`src/rtl/ddc_ctrl_pkg.sv`:
```
// DDC control shared definitions: FSM state encoding,
// default DDS phase increment, dropout counter width.
package ddc_ctrl_pkg;

  typedef enum logic [2:0] {
    S_CFG,
    S_SETTLE,
    S_WAIT_LOCK,
    S_RUN,
    S_FAULT
  } state_t;

  // 50 MHz IF at 200 MHz sample rate
  localparam logic [31:0] PINC_DEFAULT = 32'h4000_0000;

  localparam int DROP_W = 8;
  localparam logic [DROP_W-1:0] DROP_MAX = '1;

  function automatic int max_int(input int a, input int b);
    return (a > b) ? a : b;
  endfunction

endpackage

```
`src/rtl/ddc_ctrl_timer.sv`:
```
// Loadable down-counter shared by the SETTLE and WAIT_LOCK phases.
// Ports: clk, reset (sync, high), i_load/i_value load, o_done when zero.
module ddc_ctrl_timer
  import ddc_ctrl_pkg::*;
#(
  parameter int W = 11
) (
  input  logic         clk,
  input  logic         reset,
  input  logic         i_load,
  input  logic [W-1:0] i_value,
  output logic         o_done
);

  logic [W-1:0] r_cnt;

  always_ff @(posedge clk) begin
    if (reset) begin
      r_cnt <= '0;
    end else if (i_load) begin
      r_cnt <= i_value;
    end else if (r_cnt != '0) begin
      r_cnt <= r_cnt - W'(1);
    end
  end

  // Loading N-1 makes a phase last exactly N cycles
  assign o_done = (r_cnt == '0);

endmodule

```
`src/rtl/ddc_ctrl.sv`:
```
// DDC controller: configures the DDS phase increment, holds the DDC
// in reset while it settles, waits for lock and tracks input dropouts.
// Ports: clk/reset; retune_* request; cfg_* AXI-S to DDS config;
// dds_val/adc_val/iq_val status; ddc_reset, locked, fault, dropout_cnt.
module ddc_ctrl #(
  parameter logic [31:0] PINC_DEFAULT = ddc_ctrl_pkg::PINC_DEFAULT,
  parameter int          SETTLE_CYC   = 16,
  parameter int          LOCK_TIMEOUT = 1024
) (
  input  logic                            clk,
  input  logic                            reset,
  input  logic                            retune_valid,
  input  logic [31:0]                     retune_pinc,
  output logic                            retune_ready,
  output logic [31:0]                     cfg_tdata,
  output logic                            cfg_tvalid,
  input  logic                            cfg_tready,
  input  logic                            dds_val,
  input  logic                            adc_val,
  input  logic                            iq_val,
  output logic                            ddc_reset,
  output logic                            locked,
  output logic                            fault,
  output logic [ddc_ctrl_pkg::DROP_W-1:0] dropout_cnt
);

  import ddc_ctrl_pkg::*;

  localparam int TW =
    $clog2(max_int(SETTLE_CYC, LOCK_TIMEOUT) + 1);
  localparam logic [TW-1:0] SETTLE_LD = TW'(SETTLE_CYC - 1);
  localparam logic [TW-1:0] LOCK_LD   = TW'(LOCK_TIMEOUT - 1);

  state_t            r_state;
  state_t            w_next;
  logic [31:0]       r_pinc;
  logic              r_cfg_tvalid;
  logic              r_ddc_reset;
  logic              r_locked;
  logic              r_fault;
  logic              r_ready;
  logic [DROP_W-1:0] r_drop;

  logic              w_accept;
  logic              w_hs;
  logic              w_dropout;
  logic              w_tmr_load;
  logic [TW-1:0]     w_tmr_val;
  logic              w_tmr_done;
  logic              w_cfg_tvalid;
  logic              w_ddc_reset;
  logic              w_locked;
  logic              w_fault;
  logic              w_ready;

  // r_ready mirrors RUN/FAULT, so this only fires in those states
  assign w_accept  = retune_valid & r_ready;
  // r_cfg_tvalid is low the first CFG cycle after reset
  assign w_hs      = r_cfg_tvalid & cfg_tready;
  assign w_dropout = (r_state == S_RUN) & ~(dds_val & adc_val);

  always_comb begin
    w_next = r_state;
    unique case (r_state)
      S_CFG: begin
        if (w_hs) w_next = S_SETTLE;
      end
      S_SETTLE: begin
        if (w_tmr_done) w_next = S_WAIT_LOCK;
      end
      S_WAIT_LOCK: begin
        if (iq_val) w_next = S_RUN;
        else if (w_tmr_done) w_next = S_FAULT;
      end
      S_RUN: begin
        if (w_accept) w_next = S_CFG;
        else if (w_dropout) w_next = S_SETTLE;
      end
      S_FAULT: begin
        if (w_accept) w_next = S_CFG;
      end
      default: w_next = S_CFG;
    endcase

    // Outputs are registered from the next state so they
    // line up with the state they describe.
    w_cfg_tvalid = (w_next == S_CFG);
    w_ddc_reset  = (w_next == S_CFG) ||
                   (w_next == S_SETTLE) ||
                   (w_next == S_FAULT);
    w_locked     = (w_next == S_RUN);
    w_fault      = (w_next == S_FAULT);
    w_ready      = (w_next == S_RUN) || (w_next == S_FAULT);

    w_tmr_load = (w_next != r_state) &&
                 ((w_next == S_SETTLE) ||
                  (w_next == S_WAIT_LOCK));
    w_tmr_val  = (w_next == S_SETTLE) ? SETTLE_LD : LOCK_LD;
  end

  always_ff @(posedge clk) begin
    if (reset) begin
      r_state <= S_CFG;
    end else begin
      r_state <= w_next;
    end
  end

  always_ff @(posedge clk) begin
    if (reset) begin
      r_pinc       <= PINC_DEFAULT;
      r_cfg_tvalid <= 1'b0;
      r_ddc_reset  <= 1'b1;
      r_locked     <= 1'b0;
      r_fault      <= 1'b0;
      r_ready      <= 1'b0;
      r_drop       <= '0;
    end else begin
      if (w_accept) r_pinc <= retune_pinc;
      r_cfg_tvalid <= w_cfg_tvalid;
      r_ddc_reset  <= w_ddc_reset;
      r_locked     <= w_locked;
      r_fault      <= w_fault;
      r_ready      <= w_ready;
      // counts even when a retune wins the same cycle
      if (w_dropout && (r_drop != DROP_MAX)) begin
        r_drop <= r_drop + DROP_W'(1);
      end
    end
  end

  ddc_ctrl_timer #(
    .W(TW)
  ) u_timer (
    .clk    (clk),
    .reset  (reset),
    .i_load (w_tmr_load),
    .i_value(w_tmr_val),
    .o_done (w_tmr_done)
  );

  assign cfg_tdata    = r_pinc;
  assign cfg_tvalid   = r_cfg_tvalid;
  assign ddc_reset    = r_ddc_reset;
  assign locked       = r_locked;
  assign fault        = r_fault;
  assign retune_ready = r_ready;
  assign dropout_cnt  = r_drop;

endmodule

```
`config.mk`:
```
export PLATFORM = sky130hd
export DESIGN_NAME = ddc_ctrl
export DESIGN_NICKNAME = d
export VERILOG_FILES = /design/src/rtl/ddc_ctrl_pkg.sv /design/src/rtl/ddc_ctrl_timer.sv /design/src/rtl/ddc_ctrl.sv
export SDC_FILE = /design/constraint.sdc
export NUM_CORES = 1
export LEC_CHECK = 0
export ABC_AREA = 1
export CORE_UTILIZATION = 41
export DETAILED_ROUTE_END_ITERATION = 6
export PLACE_DENSITY = 0.76
export SYNTH_ARGS = -nofsm -noshare
export SYNTH_HDL_FRONTEND = slang
export SYNTH_SLANG_ARGS = --single-unit
```
`constraint.sdc`:
```
create_clock -name clk -period 1.8 [get_ports clk]
set_input_delay 0.27 -clock clk [delete_from_list [all_inputs] [get_ports clk]]
set_output_delay 0.27 -clock clk [all_outputs]
set_load 0.02 [all_outputs]
```
=== Word level (Yosys, flattened, before mapping) ===
Cells that the tools add are included.

* Add/subtract/negate cells: 2
* Bitwise logic cells: 5
* Mux-type cells: 11
* Reduce and logical (&&, ||, !) cells: 11
* Equal/unequal tests: 10

{| class="wikitable"
|+ Operators by type and width
! cell !! count
|-
| 2-to-1 mux 11 bit || 2
|-
| 2-to-1 mux 3 bit || 7
|-
| case mux 3 bit (5 select lines) || 1
|-
| == test 3 x 2 -> 1 bit, second input constant || 4
|-
| logical NOT 11 bit || 1
|-
| nonzero test 11 bit || 1
|-
| subtractor 11 x 1 -> 11 bit, second input constant || 1
|-
| 2-to-1 mux 10 bit || 1
|-
| adder 8 x 1 -> 8 bit, second input constant || 1
|-
| inequality test 8 bit, second input constant || 1
|-
| == test 3 x 1 -> 1 bit, second input constant || 2
|-
| == test 3 bit, second input constant || 2
|-
| logical NOT 3 bit || 2
|-
| bitwise AND 1 bit || 4
|-
| logical OR 1 bit || 4
|-
| inequality test 3 bit || 1
|-
| logical AND 1 bit || 2
|-
| nonzero test 2 bit || 1
|-
| NOT 1 bit || 1
|}

* Output and inout port bits: 45
* Flip-flop bits (word level): 59

=== Longest topological paths before layout ===
* Depth after elaboration: 10
* Gate-level depth with buffers: 16

=== Hierarchy ===
A second synthesis with hierarchy kept.

* Cell total of the unflattened synthesis: 380
* Area total of the unflattened synthesis: 2,703.8 um^2

{| class="wikitable"
|+ By module, submodules not included
! module !! area each (um^2) !! cells an instance !! times used !! seq. area each (um^2)
|-
| ddc_ctrl || 1,964.4 || 263 || 1 || 960.9
|-
| ddc_ctrl_timer || 739.5 || 117 || 1 || 220.2
|}

=== Least setup slack after synthesis ===
OpenSTA, ideal clock, no wires.

* Path kind: register to register
* Start: reg u_timer.r_cnt[0]
* End: reg u_timer.r_cnt[7]
* Setup slack: 0.088 ns
* Data required time: 1.672 ns
* Cell stages (with the launch flop): 15
* Path buffers: 1
* Arrival time: 1.584 ns
* Cells stage by stage: dfxtp_1 inv_1 ha_1 nand2_4 nor2_8 nand3_2 nand3_2 nor2_4 nor2_2 nand2_4 buf_6 nand2_1 nand2_1 nand2_1 nor2_1

* Cells in the longest elaborated chain, start to end: 8

{| class="wikitable"
|+ RTL lines
! item !! RTL line !! RTL
|-
| from (decl) || ddc_ctrl_timer.sv:15 || <nowiki>logic [W-1:0] r_cnt;</nowiki>
|-
| from (signal assigned) || ddc_ctrl_timer.sv:21 || <nowiki>r_cnt <= i_value;</nowiki>
|-
| from (signal assigned) || ddc_ctrl_timer.sv:23 || <nowiki>r_cnt <= r_cnt - W'(1);</nowiki>
|-
| logical NOT 11 bit || ddc_ctrl_timer.sv:28 || <nowiki>assign o_done = (r_cnt == '0);</nowiki>
|-
| 2-to-1 mux 3 bit || ddc_ctrl.sv:73 || <nowiki>else if (w_tmr_done) w_next = S_FAULT;</nowiki>
|-
| 2-to-1 mux 3 bit || ddc_ctrl.sv:72 || <nowiki>if (iq_val) w_next = S_RUN;</nowiki>
|-
| case mux 3 bit (5 select lines) || ddc_ctrl.sv:64 || <nowiki>unique case (r_state)</nowiki>
|-
| == test 3 x 1 -> 1 bit or == test 3 x 2 -> 1 bit (tied branches) || ddc_ctrl.sv:96, ddc_ctrl.sv:98, ddc_ctrl.sv:97 ||
|-
| logical OR 1 bit || ddc_ctrl.sv:96 || <nowiki>((w_next == S_SETTLE) ||</nowiki>
|-
| logical AND 1 bit || ddc_ctrl.sv:95 || <nowiki>w_tmr_load = (w_next != r_state) &&</nowiki>
|-
| 2-to-1 mux 11 bit or nonzero test 2 bit (tied branches) || - ||
|}

Several ways; a longest one is shown, not always the timed one. The select of a mux whose other input is x is not followed.
A chain may end at the register's enable or synchronous reset.

=== Worst setup path after layout ===
* Start: reg u_timer.r_cnt[1]
* End: reg u_timer.r_cnt[8]

The elaborated chain is that of the path after synthesis.

==> reports/results.ini <==
[route]
num_vias = 2414
ant_nets = 0
viasPerCell = 4.86
routed_wirelength_mm = 5.99
drc_errors = 0
first_pass_iters = 4
wire_per_inst_um = 12.0
dr.first_iter.drc_count = 95

[critical_path]
end_kind = flop
cpLargestDelayFamily = simple AND/OR/NAND/NOR gates
worstPathRequired_ns = 2.02
cp_max_fo = 5
regToRegStartpoint = u_timer.r_cnt[1]$_SDFFE_PP0P_
path_buf_inv = 1
critPathKind = flop to flop
worstSetupStartpointType = flop
ff2ff_setup_slack_ns = 0.11
r2r_cells = 14
cp_cell_sequence = inv_1 > ha_4 > nand2_4 > nor2_8 > nand2_4 > nand2_2 > nand2_2 > nand2_1 > nand2_1 > nand3_2 > nand2_4 > nand3_2 > nand2_2 > nor2_1
max_stage_delay_ns = 0.34
r2r_end = u_timer.r_cnt[8]$_SDFFE_PP0P_
cp_data_arrival_time_ns = 1.91
slowest_stage = dfxtp_2

[yosys]
yosysTopAreaCellShare_pct = 47.8
syn_inst = 321
synth.largest_area_cell = dfxtp_1
ys_ff_latch = 59
synth_area_leaders = dfxtp_1 (48%), nor2_1 (12%), o21ai_0 (6.7%), nand2_1 (5.6%), a21oi_1 (3.2%)
synth_simple_gate_area_share_pct = 30.5
synth_area_um2 = 2470
yosysSeqAreaShare_pct = 47.8
synth_xor_area_share_pct = 3.54
syn_area_per_cell_um2 = 7.70
synth_compound_area_share_pct = 11.4
syn_nets = 362
yosys.area_share.adder_pct = 1.01
muxShareOfSynthArea_pct = 0
synth_top_family_by_area = simple AND/OR/NAND/NOR gates
ys_types = 29
yosysWarnings = 0

[final_layout]
finalNetCount = 461
fillers = 469
drive_gt1_share_pct = 15.3
final_cells = 497
final_util_pct = 65.8
antenna_cells = 0
area_growth_pct = 50.2
final_common_cell = clkdlybuf4s50_1
layout_common_cells = clkdlybuf4s50_1 (83), nor2_1 (82), dfxtp_1 (57), nand2_1 (36), o21ai_0 (33)

[timing]
finalSetupViolCount = 0
slew_violations = 0
clock.fmax_ghz = 0.593
fin_tns_setup_ns = 0
fin_skew_ns = 0.00476
min_period_over_period_pct = 93.6
period_minus_slack_ns = 1.69
slew_headroom_pct = 76.7
tightest_slew_ns = 0.350
hold_violations = 0

[clock_tree]
worstSkewPairLatency_ns = 0.33
cts-root-buf = clkbuf_8
clk_path_buf_depth = 2
cts_num_sinks = 59
post_cts_buffers = 0
cts_buffers = 9
clk_pin_slew_ns = 0.07
cts.htree.levels = 3
cts_tree = built

[global_routing]
antenna_found_initial = 0
grt_max_degree = 42
grt-ovfl-total = 0
grt_pass1_wl_mm = 9.98
grtUsageTotal_pct = 20.4
grt_pass1_vias = 2406

[die]
start_util_pct = 43.8
ios = 84
fp.dieH_um = 79.7
die_area_um2 = 6340
coreArea_um2 = 5640
die_width_um = 79.7
row_count = 27

[status]
status = finished, final reports clean

[pwr]
powerDensity_nw_per_um2 = 1210
leakage_nw = 1.52
irDropWorstVdd_uv = 718
power_w = 0.00450

[min_path]
min_from = dropout_cnt[4]$_SDFFE_PP0P_
hold_depth = 2
hold_end = dropout_cnt[4]$_SDFFE_PP0P_
hp-class = flop to flop

[placement]
finalWeightedCongestion = 0.840
hpwl_mm = 4.23
portBuffers = 83
dp_cells = 480

[run]
drv_cap = 0

[timing repair]
| action | 4_1_cts | 5_1_grt |
|---|---|---|
| hold buffers | 0 | 0 |
| resized for setup | 0 | 7 |
| hold endpoints to repair | 0 | 0 |
| setup endpoints to repair | 0 | 16 |
[worst max path at each step]
stage | slack, ns | to | cells after the start | start
2_1_floorplan | 0.09 | u_timer.r_cnt[7]$_SDFFE_PP0P_ | 14 | u_timer.r_cnt[0]$_SDFFE_PP0P_
3_3_place_gp | -0.05 | u_timer.r_cnt[4]$_SDFFE_PP0P_ | 12 | retune_valid
3_5_place_dp | -0.13 | u_timer.r_cnt[8]$_SDFFE_PP0P_ | 12 | retune_valid
4_1_cts | 0.03 | u_timer.r_cnt[8]$_SDFFE_PP0P_ | 14 | u_timer.r_cnt[1]$_SDFFE_PP0P_
5_1_grt | -0.005 | u_timer.r_cnt[0]$_SDFFE_PP0P_ | 13 | u_timer.r_cnt[1]$_SDFFE_PP0P_
6_report | 0.11 | u_timer.r_cnt[8]$_SDFFE_PP0P_ | 14 | u_timer.r_cnt[1]$_SDFFE_PP0P_
[synth_stat cells]
master     n
o21ai_0   33
nand2_2    5
nor2_1    82
nor4_1     1
ha_1       2
buf_6      1
nand2_4    3
o31ai_1    1
or2_4      1
nand2_1   37
inv_2      3
o21ai_1    4
nand4_1    4
inv_1     19
nor2_8     1
nor3_2     1
nand3_1   10
nor3_1     1
clkbuf_1  12
xnor2_1    4
nand3_2    4
nor2_4     3
a32oi_1    1
nor2_2     5
dfxtp_1   59
clkinv_1   1
nor3b_2    1
a21oi_1   16
xor2_1     6
[metrics by stage]
stage | setup slack (ns) | hold WS (ns) | instance area, um2
floorplan | 0.0880 | 0.383 | 2470
global placement | -0.0537 | 0.456 | 3480
detailed placement | -0.130 | 0.455 | 3480
CTS | 0.0253 | 0.468 | 3680
global route | -0.00451 | 0.511 | 3710
finish | 0.115 | 0.471 | 3710
[kinds of logic (layout without fill, tap and decap cells)]
kind of cell,Yosys count,in the layout
xor gates and xnor gates,10,10
and+or+nand+nor,159,160
AOI/OAI and AO/OA,55,55
buffers and inverters,36,139
adders and majority gates,2,2
DFF,59,59
[tightest hold or removal path, stage by stage, from the launching register on]
cell     delay [ns]
dfxtp_1        0.32
inv_1          0.05
a21oi_1        0.05
[cell type report]
class	instances	area, um2	area share [%]
flip-flops and latches	59	1180	31.9
multi-input cells	227	1180	31.7
repair buffers	100	971	26.2
clock buffers	13	159	4.28
well taps	72	90.1	2.43
inverters	23	86.3	2.33
clock inverters	3	46.3	1.25
[where the power goes]
| group | switching [W] | internal, W | total [W] |
|---|---|---|---|
| registers | 0.000114 | 0.00145 | 0.00157 |
| clock network | 0.000521 | 0.000719 | 0.00124 |
| logic | 0.000917 | 0.000779 | 0.00170 |
[sequential cells by signal, summed over array words and instances (netlist names)]
register / cells
ddc_reset: 1
locked: 1
cfg_tvalid: 1
fault: 1
r_state: 3
cfg_tdata: 32
retune_ready: 1
u_timer.r_cnt: 11
dropout_cnt: 8
[per-layer routing]
layer	routed length (um)	share of wire, %	global-route usage, %	vias up
li1	-	-	-	1230
met2	2830	47	35.1	87
met1	2560	43	21.5	1090
met5	0	0	0	-
met3	534	8.9	9.83	7
met4	60	1.0	7.09	0
Power figures use the tool's default switching activity.
